**src/rtl/image_affine_streamer.sv**
```systemverilog
// Sprite rotator/mirror stage: rasters destination pixels, inverse-maps them through
// cos/sin into the sprite SRAM and streams colour indices out over valid/ready.
module image_affine_streamer #(
  parameter int unsigned IMAGE_SIZE  = 32,
  parameter int unsigned COOR_WIDTH  = 5,
  parameter int unsigned COLOR_WIDTH = 4,
  parameter int unsigned TRIG_WIDTH  = 10,
  parameter int unsigned FRAC_BITS   = 8
) (
  input  logic                         i_clk,
  input  logic                         i_rst_n,
  input  logic                         i_start,
  input  logic signed [TRIG_WIDTH-1:0] i_cos,
  input  logic signed [TRIG_WIDTH-1:0] i_sin,
  input  logic                         i_flip_h,
  input  logic                         i_flip_v,
  output logic                         o_rd_en,
  output logic [2*COOR_WIDTH-1:0]      o_rd_addr,
  input  logic [COLOR_WIDTH-1:0]       i_rd_data,
  output logic                         o_valid,
  input  logic                         i_ready,
  output logic [COLOR_WIDTH-1:0]       o_pixel,
  output logic                         o_opacity,
  output logic [COOR_WIDTH-1:0]        o_H,
  output logic [COOR_WIDTH-1:0]        o_V,
  output logic                         o_last,
  output logic                         o_busy,
  output logic                         o_done
);

  localparam int unsigned D_W   = COOR_WIDTH + 2;
  localparam int unsigned P_W   = TRIG_WIDTH + COOR_WIDTH + 3;
  localparam int unsigned SHIFT = FRAC_BITS + 1;
  localparam logic [COOR_WIDTH-1:0] C_MAX  = COOR_WIDTH'(IMAGE_SIZE - 1);
  localparam logic signed [D_W-1:0] CENTRE = D_W'(IMAGE_SIZE - 1);
  localparam logic signed [P_W-1:0] BIAS   = P_W'(IMAGE_SIZE << FRAC_BITS);

  typedef enum logic [1:0] {
    S_IDLE  = 2'd0,
    S_RUN   = 2'd1,
    S_DRAIN = 2'd2
  } state_t;

  state_t state_q, state_d;

  logic                         en;
  logic                         last_hs_c;
  logic                         cnt_last_c;

  logic signed [TRIG_WIDTH-1:0] cfg_cos, cfg_sin;
  logic                         cfg_flip_h, cfg_flip_v;
  logic [COOR_WIDTH-1:0]        cnt_h, cnt_v;

  logic                         s1_valid;
  logic signed [D_W-1:0]        s1_dx, s1_dy;
  logic [COOR_WIDTH-1:0]        s1_h, s1_v;

  logic                         s2_valid;
  logic signed [P_W-1:0]        s2_sx, s2_sy;
  logic [COOR_WIDTH-1:0]        s2_h, s2_v;

  logic signed [P_W-1:0]        src_h_c, src_v_c;
  logic [COOR_WIDTH-1:0]        bits_h_c, bits_v_c, addr_h_c, addr_v_c;
  logic                         out_c;

  logic                         s3_valid, s3_out;
  logic [COOR_WIDTH-1:0]        s3_h, s3_v;
  logic [2*COOR_WIDTH-1:0]      s3_addr;

  logic                         s4_valid, s4_out;
  logic [COOR_WIDTH-1:0]        s4_h, s4_v;
  logic                         rd_pend;
  logic [COLOR_WIDTH-1:0]       hold;
  logic [COLOR_WIDTH-1:0]       pix_c;

  assign en         = !o_valid || i_ready;
  assign last_hs_c  = o_valid && i_ready && o_last;
  assign cnt_last_c = (cnt_h == C_MAX) && (cnt_v == C_MAX);
  assign o_busy     = (state_q != S_IDLE);
  assign o_rd_en    = en && s3_valid && !s3_out;
  assign o_rd_addr  = s3_addr;

  always_ff @(posedge i_clk) begin
    if (!i_rst_n) state_q <= S_IDLE;
    else          state_q <= state_d;
  end

  always_comb begin
    state_d = state_q;
    case (state_q)
      S_IDLE:  if (i_start) state_d = S_RUN;
      S_RUN:   if (en && cnt_last_c) state_d = S_DRAIN;
      S_DRAIN: if (last_hs_c) state_d = S_IDLE;
      default: state_d = S_IDLE;
    endcase
  end

  // Frame configuration and raster issue counter
  always_ff @(posedge i_clk) begin
    if (!i_rst_n) begin
      cfg_cos    <= '0;
      cfg_sin    <= '0;
      cfg_flip_h <= 1'b0;
      cfg_flip_v <= 1'b0;
      cnt_h      <= '0;
      cnt_v      <= '0;
      o_done     <= 1'b0;
    end else begin
      o_done <= (state_q == S_DRAIN) && last_hs_c;
      if ((state_q == S_IDLE) && i_start) begin
        cfg_cos    <= i_cos;
        cfg_sin    <= i_sin;
        cfg_flip_h <= i_flip_h;
        cfg_flip_v <= i_flip_v;
        cnt_h      <= '0;
        cnt_v      <= '0;
      end else if ((state_q == S_RUN) && en) begin
        cnt_h <= cnt_h + COOR_WIDTH'(1);
        if (cnt_h == C_MAX) cnt_v <= cnt_v + COOR_WIDTH'(1);
      end
    end
  end

  // S1/S2: centre the doubled coordinate, then rotate at full precision
  always_ff @(posedge i_clk) begin
    if (!i_rst_n) begin
      s1_valid <= 1'b0;
      s1_dx    <= '0;
      s1_dy    <= '0;
      s1_h     <= '0;
      s1_v     <= '0;
      s2_valid <= 1'b0;
      s2_sx    <= '0;
      s2_sy    <= '0;
      s2_h     <= '0;
      s2_v     <= '0;
    end else if (en) begin
      s1_valid <= (state_q == S_RUN);
      s1_dx    <= $signed({1'b0, cnt_h, 1'b0}) - CENTRE;
      s1_dy    <= $signed({1'b0, cnt_v, 1'b0}) - CENTRE;
      s1_h     <= cnt_h;
      s1_v     <= cnt_v;
      s2_valid <= s1_valid;
      s2_sx    <= (P_W'(cfg_cos) * P_W'(s1_dx)) + (P_W'(cfg_sin) * P_W'(s1_dy));
      s2_sy    <= (P_W'(cfg_cos) * P_W'(s1_dy)) - (P_W'(cfg_sin) * P_W'(s1_dx));
      s2_h     <= s1_h;
      s2_v     <= s1_v;
    end
  end

  // Back to source pixel units; any bit above the coordinate field means out of range
  always_comb begin
    src_h_c  = (s2_sx + BIAS) >>> SHIFT;
    src_v_c  = (s2_sy + BIAS) >>> SHIFT;
    out_c    = (src_h_c[P_W-1:COOR_WIDTH] != '0) || (src_v_c[P_W-1:COOR_WIDTH] != '0);
    bits_h_c = src_h_c[COOR_WIDTH-1:0];
    bits_v_c = src_v_c[COOR_WIDTH-1:0];
    addr_h_c = cfg_flip_h ? (C_MAX - bits_h_c) : bits_h_c;
    addr_v_c = cfg_flip_v ? (C_MAX - bits_v_c) : bits_v_c;
  end

  always_ff @(posedge i_clk) begin
    if (!i_rst_n) begin
      s3_valid <= 1'b0;
      s3_out   <= 1'b0;
      s3_h     <= '0;
      s3_v     <= '0;
      s3_addr  <= '0;
      s4_valid <= 1'b0;
      s4_out   <= 1'b0;
      s4_h     <= '0;
      s4_v     <= '0;
    end else if (en) begin
      s3_valid <= s2_valid;
      s3_out   <= out_c;
      s3_h     <= s2_h;
      s3_v     <= s2_v;
      s3_addr  <= {addr_v_c, addr_h_c};
      s4_valid <= s3_valid;
      s4_out   <= s3_out;
      s4_h     <= s3_h;
      s4_v     <= s3_v;
    end
  end

  // Read data lands one cycle after the strobe whether or not the pipe moves
  always_ff @(posedge i_clk) begin
    if (!i_rst_n) begin
      rd_pend <= 1'b0;
      hold    <= '0;
    end else begin
      rd_pend <= o_rd_en;
      if (rd_pend) hold <= i_rd_data;
    end
  end

  assign pix_c = s4_out ? '0 : (rd_pend ? i_rd_data : hold);

  always_ff @(posedge i_clk) begin
    if (!i_rst_n) begin
      o_valid   <= 1'b0;
      o_pixel   <= '0;
      o_opacity <= 1'b0;
      o_H       <= '0;
      o_V       <= '0;
      o_last    <= 1'b0;
    end else if (en) begin
      o_valid   <= s4_valid;
      o_pixel   <= pix_c;
      o_opacity <= !s4_out && (pix_c != '0);
      o_H       <= s4_h;
      o_V       <= s4_v;
      o_last    <= s4_valid && (s4_h == C_MAX) && (s4_v == C_MAX);
    end
  end

endmodule
```
**config.mk**
```make
export PLATFORM = sky130hd
export DESIGN_NAME = image_affine_streamer
export DESIGN_NICKNAME = d
export VERILOG_FILES = /design/src/rtl/image_affine_streamer.sv
export SDC_FILE = /design/constraint.sdc
export NUM_CORES = 1
export LEC_CHECK = 0
export ABC_AREA = 1
export BUFFER_PORTS_ARGS = -buffer_cell sky130_fd_sc_hd__clkbuf_2
export CORE_UTILIZATION = 25
export CTS_CLUSTER_DIAMETER = 30
export DETAILED_ROUTE_END_ITERATION = 8
export RECOVER_POWER = 50
export SLEW_MARGIN = 20
export SYNTH_ARGS = -nofsm -noshare
export SYNTH_HDL_FRONTEND = slang
export SYNTH_SLANG_ARGS = --single-unit
```
**constraint.sdc**
```tcl
create_clock -name i_clk -period 7.8 [get_ports i_clk]
set_input_delay 1.56 -clock i_clk [delete_from_list [all_inputs] [get_ports i_clk]]
set_output_delay 1.56 -clock i_clk [all_outputs]
set_load 0.03 [all_outputs]
```
# --- After elaboration in Yosys (flattened, before gate mapping) ---
# Index checks and enable logic that the tools add are counted.
# W data, S select, Z words.
op_classes:
  addsub: 10
  n_mul: 4
  div_mod_pow: 0
  magnitude_cmp: 0
  n_eq_ne: 9
  shift: 0
  mux: 8
  n_bitwise: 1
  reduce_logical: 25
op_table:
  columns: ["cell", "count"]
  rows:
  - ["$mul A10 B7 Y17", 4]
  - ["$add A18 B15 Y18 const B", 2]
  - ["$reduce_bool A13 Y1", 2]
  - ["$eq A5 B5 Y1 const B", 4]
  - ["$add A17 B17 Y18", 1]
  - ["$sub A17 B17 Y18", 1]
  - ["$sub A6 B5 Y7 const B", 2]
  - ["$logic_and A1 B1 Y1", 12]
  - ["$add A5 B1 Y5 const B", 2]
  - ["$mux W5", 2]
  - ["$sub A5 B5 Y5 const A", 2]
  - ["$mux W4", 2]
  - ["$mux W2", 3]
  - ["$ne A2 B2 Y1 const B", 3]
  - ["$pmux W2 S3", 1]
  - ["$reduce_bool A4 Y1", 1]
  - ["$logic_not A1 Y1", 3]
  - ["$reduce_and A3 Y1", 1]
  - ["$eq A2 B1 Y1 const B", 1]
  - ["$eq A2 B2 Y1 const B", 1]
  - ["$logic_not A2 Y1", 1]
  - ["$logic_or A1 B1 Y1", 2]
  - ["$reduce_and A2 Y1", 1]
  - ["$reduce_bool A2 Y1", 1]
  - ["other kinds (2)", 2]
totals:
  reg_bits: 163
  latchBits: 0
  mem_bits_rw: 0
  mem_bits_ro: 0
  input_bits: 30
  output_inout_bits: 30
  wordCells: 92
  memories: 0

# --- Longest topological paths before layout ---
# Gate-level depths: netlist of run 1.
depth:
  depth_word: 5
  mapped_depth: 29
  ltp_nobuf: 27

# --- Worst setup path after synthesis of run 1 ---
# Ideal clock, no wire load.
synth_path:
  kind: "reg2reg"
  start: "register cfg_sin[9]"
  end: "register s2_sx[17]"
  setup_time_ps: 129
  t_arrival_ps: 5235
  required_time_ps: 7671
  path_slack_ps: 2437
  stages_incl_launch_ff: 22
  n_path_buf: 1
  period_less_slack_ps: 5363
  path_cell_list: "dfxtp_1 -> clkbuf_1 -> nand2_1 -> inv_1 -> fa_1 -> inv_1 -> fa_1 -> fa_1 -> inv_1 -> fa_1 -> fa_1 -> inv_1 -> fa_1 -> inv_1 -> ha_1 -> nand2_1 -> nor4_1 -> nand2_1 -> nand2_1 -> nand3_1 -> nand2_1 -> a21oi_1"
synth_between:
  elab_chain_len: 2
synth_lines:
  columns: ["item", "line", "rtl"]
  rows:
  - ["start, declared", "50", "logic signed [TRIG_WIDTH-1:0] cfg_cos, cfg_sin;"]
  - ["start signal, assigned", "112", "cfg_sin <= i_sin;"]
  - ["$mul A10 B7 Y17", "144", "s2_sx <= (P_W'(cfg_cos) * P_W'(s1_dx)) + (P_W'(cfg_sin) * P_W'(s1_dy));"]
  - ["$add A17 B17 Y18", "144", null]
  - ["end signal, assigned", "144", null]
  - ["end, declared", "59", "logic signed [P_W-1:0] s2_sx, s2_sy;"]
# Every way passes these cells.
# A chain may end at the register's enable or synchronous reset.

# --- Worst setup path after layout of run 1 ---
layout_path:
  start: "register s1_dx[5]"
  end: "register s2_sx[9]"
layout_between:
  elab_chain_len: 2
layout_lines:
  columns: ["item", "line", "rtl"]
  rows:
  - ["start, declared", "55", "logic signed [D_W-1:0] s1_dx, s1_dy;"]
  - ["start signal, assigned", "139", "s1_dx <= $signed({1'b0, cnt_h, 1'b0}) - CENTRE;"]
  - ["$mul A10 B7 Y17", "144", null]
  - ["$add A17 B17 Y18", "144", null]
# Every way passes these cells.

==> flow_summary.json, run 1 <==
{
  "status": "finished with violations",
  "violations": "capacitance limit, slew limit",
  "wl_per_cell_um": 13.4,
  "cts-root-buf": "clkbuf_16",
  "drv_slew": 74,
  "coreArea_mm2": 0.0648,
  "synth_area_leaders": "fa_1 (34%), dfxtp_1 (16%), inv_1 (14%), ha_1 (9.0%), nand2_1 (8.8%)",
  "synthDistinctLibCells": 36,
  "syn-num-nets": 2580,
  "syn_avg_cell_area_um2": 7.67,
  "synth_edf_count": 0,
  "hp-start": "s1_valid$_SDFFE_PN0N_",
  "wirelength_um": 40600,
  "cp_max_fo": 22,
  "ys_seq_area_share_pct": 16.3,
  "antenna_found_initial": 1,
  "ctsResizeCount": 0,
  "criticalPathCategory": "register to register",
  "hold_depth": 2,
  "grt_max_degree": 82,
  "ctsHtreeMaxLevel": 4,
  "grt_pass1_vias": 12616,
  "final_antenna_net_count": 0,
  "postSynthCellCount": 2149,
  "vdd_ir_drop_max_v": 0.000323,
  "route.detailed.drc": 0,
  "cp.required_ns": 8.17,
  "clkTransAtPathRegs_ns": 0.07,
  "critPathMaxStageDelay_ns": 0.61,
  "synth_flop_cell": "dfxtp_1",
  "first_iter_violations": 938,
  "place_hpwl_um": 31600,
  "clock_sinks": 134,
  "hold-path-endpoint": "s1_valid$_SDFFE_PN0N_",
  "io_pins": 60,
  "numCtsBuffers": 17,
  "setup_violations": 0,
  "die_x_um": 259,
  "yosys_warnings": 0,
  "finalHoldViolCount": 0,
  "power_density_mw_per_mm2": 297,
  "r2r-start": "s1_dx[5]$_SDFFE_PN0N_",
  "r2r_slack_ns": 1.82,
  "drv_cap": 1,
  "io_buffers": 59,
  "hold_class": "register to register",
  "gp_congestion": 0.841,
  "post-route-period-util_pct": 76.7,
  "start_util_pct": 25.4,
  "cts_buffer_depth": 2,
  "post-synth-top-count-cell": "inv_1",
  "synthToLayoutAreaGrowth_pct": 10.7,
  "grt_pass1_wl_um": 66300,
  "grt-ovfl-total": 0,
  "arrival_ns": 6.36,
  "clk_latency_ns": 0.44,
  "synth.top_cell.area_share_pct": 34.3,
  "post_cts_buffers": 0,
  "endpoint_kind": "register",
  "grt_setup_unrepaired": "no",
  "vias_per_cell": 4.23,
  "fin_skew_ns": 0.0161,
  "drt-pass1-iter-count": 6,
  "async_flop_share_pct": 0,
  "grt_usage_pct": 12.5,
  "dieArea_mm2": 0.0669,
  "cp_cell_sequence": "buf_4 -> inv_1 -> nor2_1 -> fa_1 -> inv_1 -> fa_1 -> inv_1 -> fa_1 -> fa_1 -> fa_1 -> inv_1 -> fa_1 -> inv_1 -> ha_1 -> a21oi_1 -> o21ai_0 -> inv_1 -> nand2_2 -> inv_2 -> or2_0 -> nand3_1 -> o211ai_1 -> inv_1",
  "setup_ws_ns": 1.82,
  "cpMaxStageDelayCell": "inv_1",
  "nNetsFinal": 2591,
  "die_y_um": 259,
  "synth.cell_area_mm2": 0.0165,
  "yosysTopAreaCell": "fa_1",
  "r2r_end": "s2_sx[9]$_SDFFE_PN0N_",
  "min_period_ns": 5.98,
  "startpoint_type": "register",
  "holdBufCountCts": 0,
  "leakage_uw": 0.0100,
  "antenna_cells": 0,
  "synth_common_cells": "inv_1 (595), nand2_1 (385), fa_1 (282), nor2_1 (204), dfxtp_1 (134)",
  "drive_gt1_share_pct": 4.33,
  "r2r_cells": 23,
  "dp_slack_ns": 1.91,
  "tightestPinTransition_ns": 2.91,
  "cts_tree": "done",
  "setup_tns_ns": 0,
  "num_rows": 93,
  "dr_total_vias": 12815,
  "ys_ff_latch": 134,
  "cp_common_cell": "inv_1",
  "clock.fmax_ghz": 0.167,
  "maxSlewHeadroom_pct": -94.1
}
metal layers:
layer	share of wire (%)	track usage [%]
met1	46	16.7
met2	47	20.8
met3	3.9	1.57
met4	3.0	4.29
met5	0	0
cell usage in the layout, fill, tap and decap left out, types with 4 or more instances in the layout:
cell type | netlist | layout
nand3_1 | 52 | 52
ha_1 | 119 | 119
o211ai_1 | 6 | 6
inv_1 | 595 | 595
buf_4 | 0 | 16
mux2i_1 | 4 | 4
nor2_1 | 204 | 205
nand4_1 | 5 | 5
xnor2_1 | 9 | 9
o21ai_0 | 125 | 125
o21bai_1 | 4 | 4
a21oi_1 | 85 | 85
dfxtp_1 | 134 | 134
fa_1 | 282 | 282
clkbuf_2 | 0 | 28
a21o_1 | 4 | 4
clkbuf_16 | 0 | 17
nor3_1 | 7 | 7
nor4_1 | 8 | 8
or2_2 | 5 | 5
nand2_2 | 5 | 5
clkbuf_1 | 72 | 33
inv_8 | 0 | 6
inv_2 | 5 | 4
nand2_1 | 385 | 385
cell families (layout without fill, tap and decap cells):
family	count (synthesis)	after routing	share of synthesized area, %
buffers and inverters	686	710	15.7
AND/OR/NAND/NOR	678	678	16.4
adder cells (fa/ha/maj)	401	401	43.3
AO/OA/AOI/OAI	234	234	7.46
flip-flops	134	134	16.3
XOR/XNOR	12	12	0.638
multiplexers	4	4	0.243
where the power goes:
| part | total, uW | internal, uW | switching (uW) |
|---|---|---|---|
| combinational | 3630 | 1320 | 2300 |
| clock | 882 | 493 | 388 |
| sequential | 906 | 773 | 133 |
registers in the layout (all words and copies together) (netlist names), 6 cells and up:
name,flops
o_rd_addr,10
s1_dx,6
s2_sy,9
cfg_cos,10
s2_sx,9
cfg_sin,10
area by class of cell:
cell class | count | area, um2
clock buffer | 17 | 425
inverter | 601 | 2260
tap | 855 | 1070
sequential | 134 | 2680
fill | 7017 | 46600
timing repair buffer | 77 | 384
multi-input combinational | 1329 | 11200
clock inverter | 15 | 204
per-stage QoR:
stage	cell area, um2	utilization (%)	total power [uW]	hold slack [ns]	std cells
final	18200	28.1	5410	0.464	3028
after global placement	17700	27.2	4500	0.449	2996
after detailed placement	17700	27.2	4510	0.453	2996
after floorplan	16500	-	3560	0.441	2149
after global routing	18200	28.1	6010	0.479	3028
after CTS	18300	28.2	5410	0.464	3028
how the worst max path moves through the flow:
stage / startpoint / to / slack (ns) / cells past startpoint
2_1_floorplan: cfg_sin[9]$_SDFFE_PN0P_ / s2_sx[17]$_SDFFE_PN0N_ / 2.44 / 21
3_3_place_gp: s1_dx[5]$_SDFFE_PN0N_ / s2_sx[9]$_SDFFE_PN0N_ / 1.94 / 23
3_5_place_dp: s1_dx[5]$_SDFFE_PN0N_ / s2_sx[9]$_SDFFE_PN0N_ / 1.91 / 23
4_1_cts: s1_dx[5]$_SDFFE_PN0N_ / s2_sx[9]$_SDFFE_PN0N_ / 1.88 / 23
5_1_grt: s1_dx[5]$_SDFFE_PN0N_ / s2_sx[9]$_SDFFE_PN0N_ / 1.54 / 23
6_report: s1_dx[5]$_SDFFE_PN0N_ / s2_sx[9]$_SDFFE_PN0N_ / 1.82 / 23
worst max-delay path: cells and delay by family, from the launching register on:
| kind | cells | cell delay [ns] |
|---|---|---|
| compound gates | 3 | 0.50 |
| flops | 1 | 0.31 |
| fa+ha+maj | 7 | 3.34 |
| buf+inv | 9 | 1.26 |
| simple gates | 4 | 0.51 |
No activity file was read; power rests on OpenSTA's default activity.
==> run 2: changes to the inputs <==
ABC_AREA = 0   (was 1)
clock period = 6.12 ns   (was 7.8 ns; I/O delays follow)
==> run 2 against run 1 <==
  * The flow now finishes without violations
  * Global-route usage up 0.39 points
  * Hold slack worse by 0.011 ns
  * Synthesized cell count down 17%
  * Cell area down 2.9%
  * Fmax up 1.3%
==> flow_summary.json, run 2 <==
{
  "setup_ws_ns": 0.211,
  "final_antenna_net_count": 0,
  "start_util_pct": 25.4,
  "die_x_um": 253,
  "met3_length_um": 2510,
  "cts-root-buf": "clkbuf_16",
  "clock.fmax_ghz": 0.169,
  "min_period_ns": 5.91,
  "r2r_cells": 17,
  "synthToLayoutAreaGrowth_pct": 12.2,
  "tightestPinTransition_ns": 1.24,
  "die_y_um": 253,
  "grt_pass1_wl_um": 65000,
  "cts_buffer_depth": 2,
  "clk_latency_ns": 0.44,
  "ys_seq_area_share_pct": 17.0,
  "numCtsBuffers": 17,
  "cp_max_fo": 12,
  "syn_avg_cell_area_um2": 8.90,
  "syn-num-nets": 2204,
  "first_iter_violations": 625,
  "mostFrequentLayoutCell": "inv_1",
  "dp_slack_ns": 0.0866,
  "grt_usage_pct": 12.9,
  "yosys_warnings": 0,
  "drv_cap": 0,
  "setup_violations": 0,
  "wirelength_um": 38500,
  "wl_per_cell_um": 14.5,
  "coreArea_mm2": 0.0621,
  "grt_pass1_vias": 12540,
  "drv_slew": 0,
  "num_rows": 91,
  "arrival_ns": 6.29,
  "wl_met2_um": 16900,
  "post-route-period-util_pct": 96.6,
  "criticalPathCategory": "register to register",
  "top_layer": "met4",
  "dp_cells": 2623,
  "setup_tns_ns": 0,
  "synthDistinctLibCells": 63,
  "cp.required_ns": 6.51,
  "synth.top_cell.area_share_pct": 35.8,
  "synth_flop_cell": "dfxtp_1",
  "post_cts_buffers": 0,
  "yosysTopAreaCell": "fa_1",
  "leakage_uw": 0.00809,
  "wl_met1_um": 18200,
  "fillers": 6558,
  "power_density_mw_per_mm2": 245,
  "dr_total_vias": 11499,
  "layoutNonFillerInstCount": 2654,
  "status": "complete, no violations",
  "nNetsFinal": 2236,
  "fin_skew_ns": 0.0145,
  "endpoint_kind": "register",
  "io_buffers": 59,
  "vdd_ir_drop_max_v": 0.000211,
  "ctsHtreeMaxLevel": 4,
  "ys_ff_latch": 134,
  "synth_common_cells": "inv_1 (361), fa_1 (282), nand2_1 (270), and2_1 (139), dfxtp_1 (134)",
  "clkTransAtPathRegs_ns": 0.07,
  "place_hpwl_um": 30200,
  "startpoint_type": "register",
  "gp_congestion": 0.808,
  "holdBufCountCts": 0,
  "postSynthCellCount": 1773,
  "hold_class": "register to register",
  "finalHoldViolCount": 0,
  "drive_gt1_share_pct": 6.82,
  "synth_area_leaders": "fa_1 (36%), dfxtp_1 (17%), ha_1 (9.4%), inv_1 (8.6%), nand2_1 (6.4%)",
  "vias_per_cell": 4.33,
  "most-common-layout-cells": "inv_1 (360), fa_1 (282), nand2_1 (270), and2_1 (138), dfxtp_1 (123)",
  "antenna_cells": 0,
  "clock_sinks": 134,
  "hold_depth": 2,
  "io_pins": 60,
  "dieArea_mm2": 0.0641,
  "async_flop_share_pct": 0,
  "maxSlewHeadroom_pct": 16.9,
  "synth_edf_count": 0,
  "antenna_found_initial": 0,
  "grt-ovfl-total": 0,
  "grt_setup_unrepaired": "no",
  "post-synth-top-count-cell": "inv_1",
  "drt-pass1-iter-count": 5,
  "cts_tree": "done",
  "synth.cell_area_mm2": 0.0158,
  "route.detailed.drc": 0,
  "grt_max_degree": 92
}
[run 2: cell types whose count changed in the layout (fill, tap and decap cells not counted), sizes merged, moves of 8 or more]
cell	change
inv	-241
nor2	-163
and2	+140
nand2	-120
o21ai	-110
nor2b	+36
buf	+25
nand3	-25
a21oi	+19
xnor2	+19
o31ai	+8
[run 2: area by class of cell]
| class | count | area [um2] | share of cell area, % |
|---|---|---|---|
| Clock buffer | 20 | 447 | 2.52 |
| Clock inverter | 11 | 116 | 0.657 |
| Inverter | 362 | 1360 | 7.68 |
| Multi-Input combinational cell | 1190 | 11400 | 64.6 |
| Sequential cell | 134 | 2700 | 15.2 |
| Tap cell | 837 | 1050 | 5.92 |
| Timing Repair Buffer | 100 | 606 | 3.42 |
[run 2: report_power, final]
| group | internal [uW] | switching, uW | total [uW] | leakage (uW) |
|---|---|---|---|---|
| logic | 958 | 1280 | 2230 | 0.00673 |
| clock network | 578 | 457 | 1030 | 0.000266 |
| registers | 963 | 106 | 1070 | 0.00110 |
[run 2: cell families after synthesis]
logic type / share of synthesized area, %
AND/OR/NAND/NOR: 17.6
buffers and inverters: 10.7
adder cells (fa/ha/maj): 45.2
AO/OA/AOI/OAI: 6.66
flip-flops: 17.0
XOR/XNOR: 2.38
multiplexers: 0.452
[run 2: path summary, 6_finish.rpt]
kind | from | end | slack (ns)
min | s1_valid$_SDFFE_PN0N_ | s2_valid$_SDFFE_PN0N_ | 0.45
max | s1_dx[4]$_SDFFE_PN0N_ | s2_sy[16]$_SDFFE_PN0N_ | 0.21
max reg2reg | s1_dx[4]$_SDFFE_PN0N_ | s2_sy[16]$_SDFFE_PN0N_ | 0.21
min reg2reg | s1_valid$_SDFFE_PN0N_ | s2_valid$_SDFFE_PN0N_ | 0.45
[run 2: repair_timing]
action / 4_1_cts / 5_1_grt
endpoints found under the hold margin: 0 / 0
resized for setup: 0 / 15
endpoints found under the setup margin: 0 / 9
[run 2: critical path, stage by stage, from the launching register on]
cell and delay (ns):
dfxtp_1 0.61, buf_4 0.31, nand2_1 0.09, fa_1 0.48, fa_1 0.56, fa_1 0.44, fa_1 0.46, fa_1 0.49
inv_1 0.05, fa_1 0.47, inv_1 0.04, ha_1 0.29, nand3_1 0.13, o22ai_1 0.47, o31ai_2 0.18, a31o_1 0.23
a2111oi_0 0.40, nand3b_1 0.16
[run 2: per-stage QoR]
step / total power, uW / util [%] / hold slack, ns / area [um2]
finish: 4340 / 28.5 / 0.453 / 17700
global route: 4730 / 28.5 / 0.473 / 17700
CTS: 4340 / 28.5 / 0.456 / 17700
detailed placement: 3290 / 27.6 / 0.446 / 17100
global placement: 3240 / 27.6 / 0.441 / 17100
floorplan: 2730 / - / 0.432 / 15800
[run 2: layer usage]
metal  vias to the layer above  track usage (%)
met4                         0             3.48
met5                         -                0
met2                       297             20.3
met1                      5757             17.8
met3                        37             2.89
li1                       5408                -
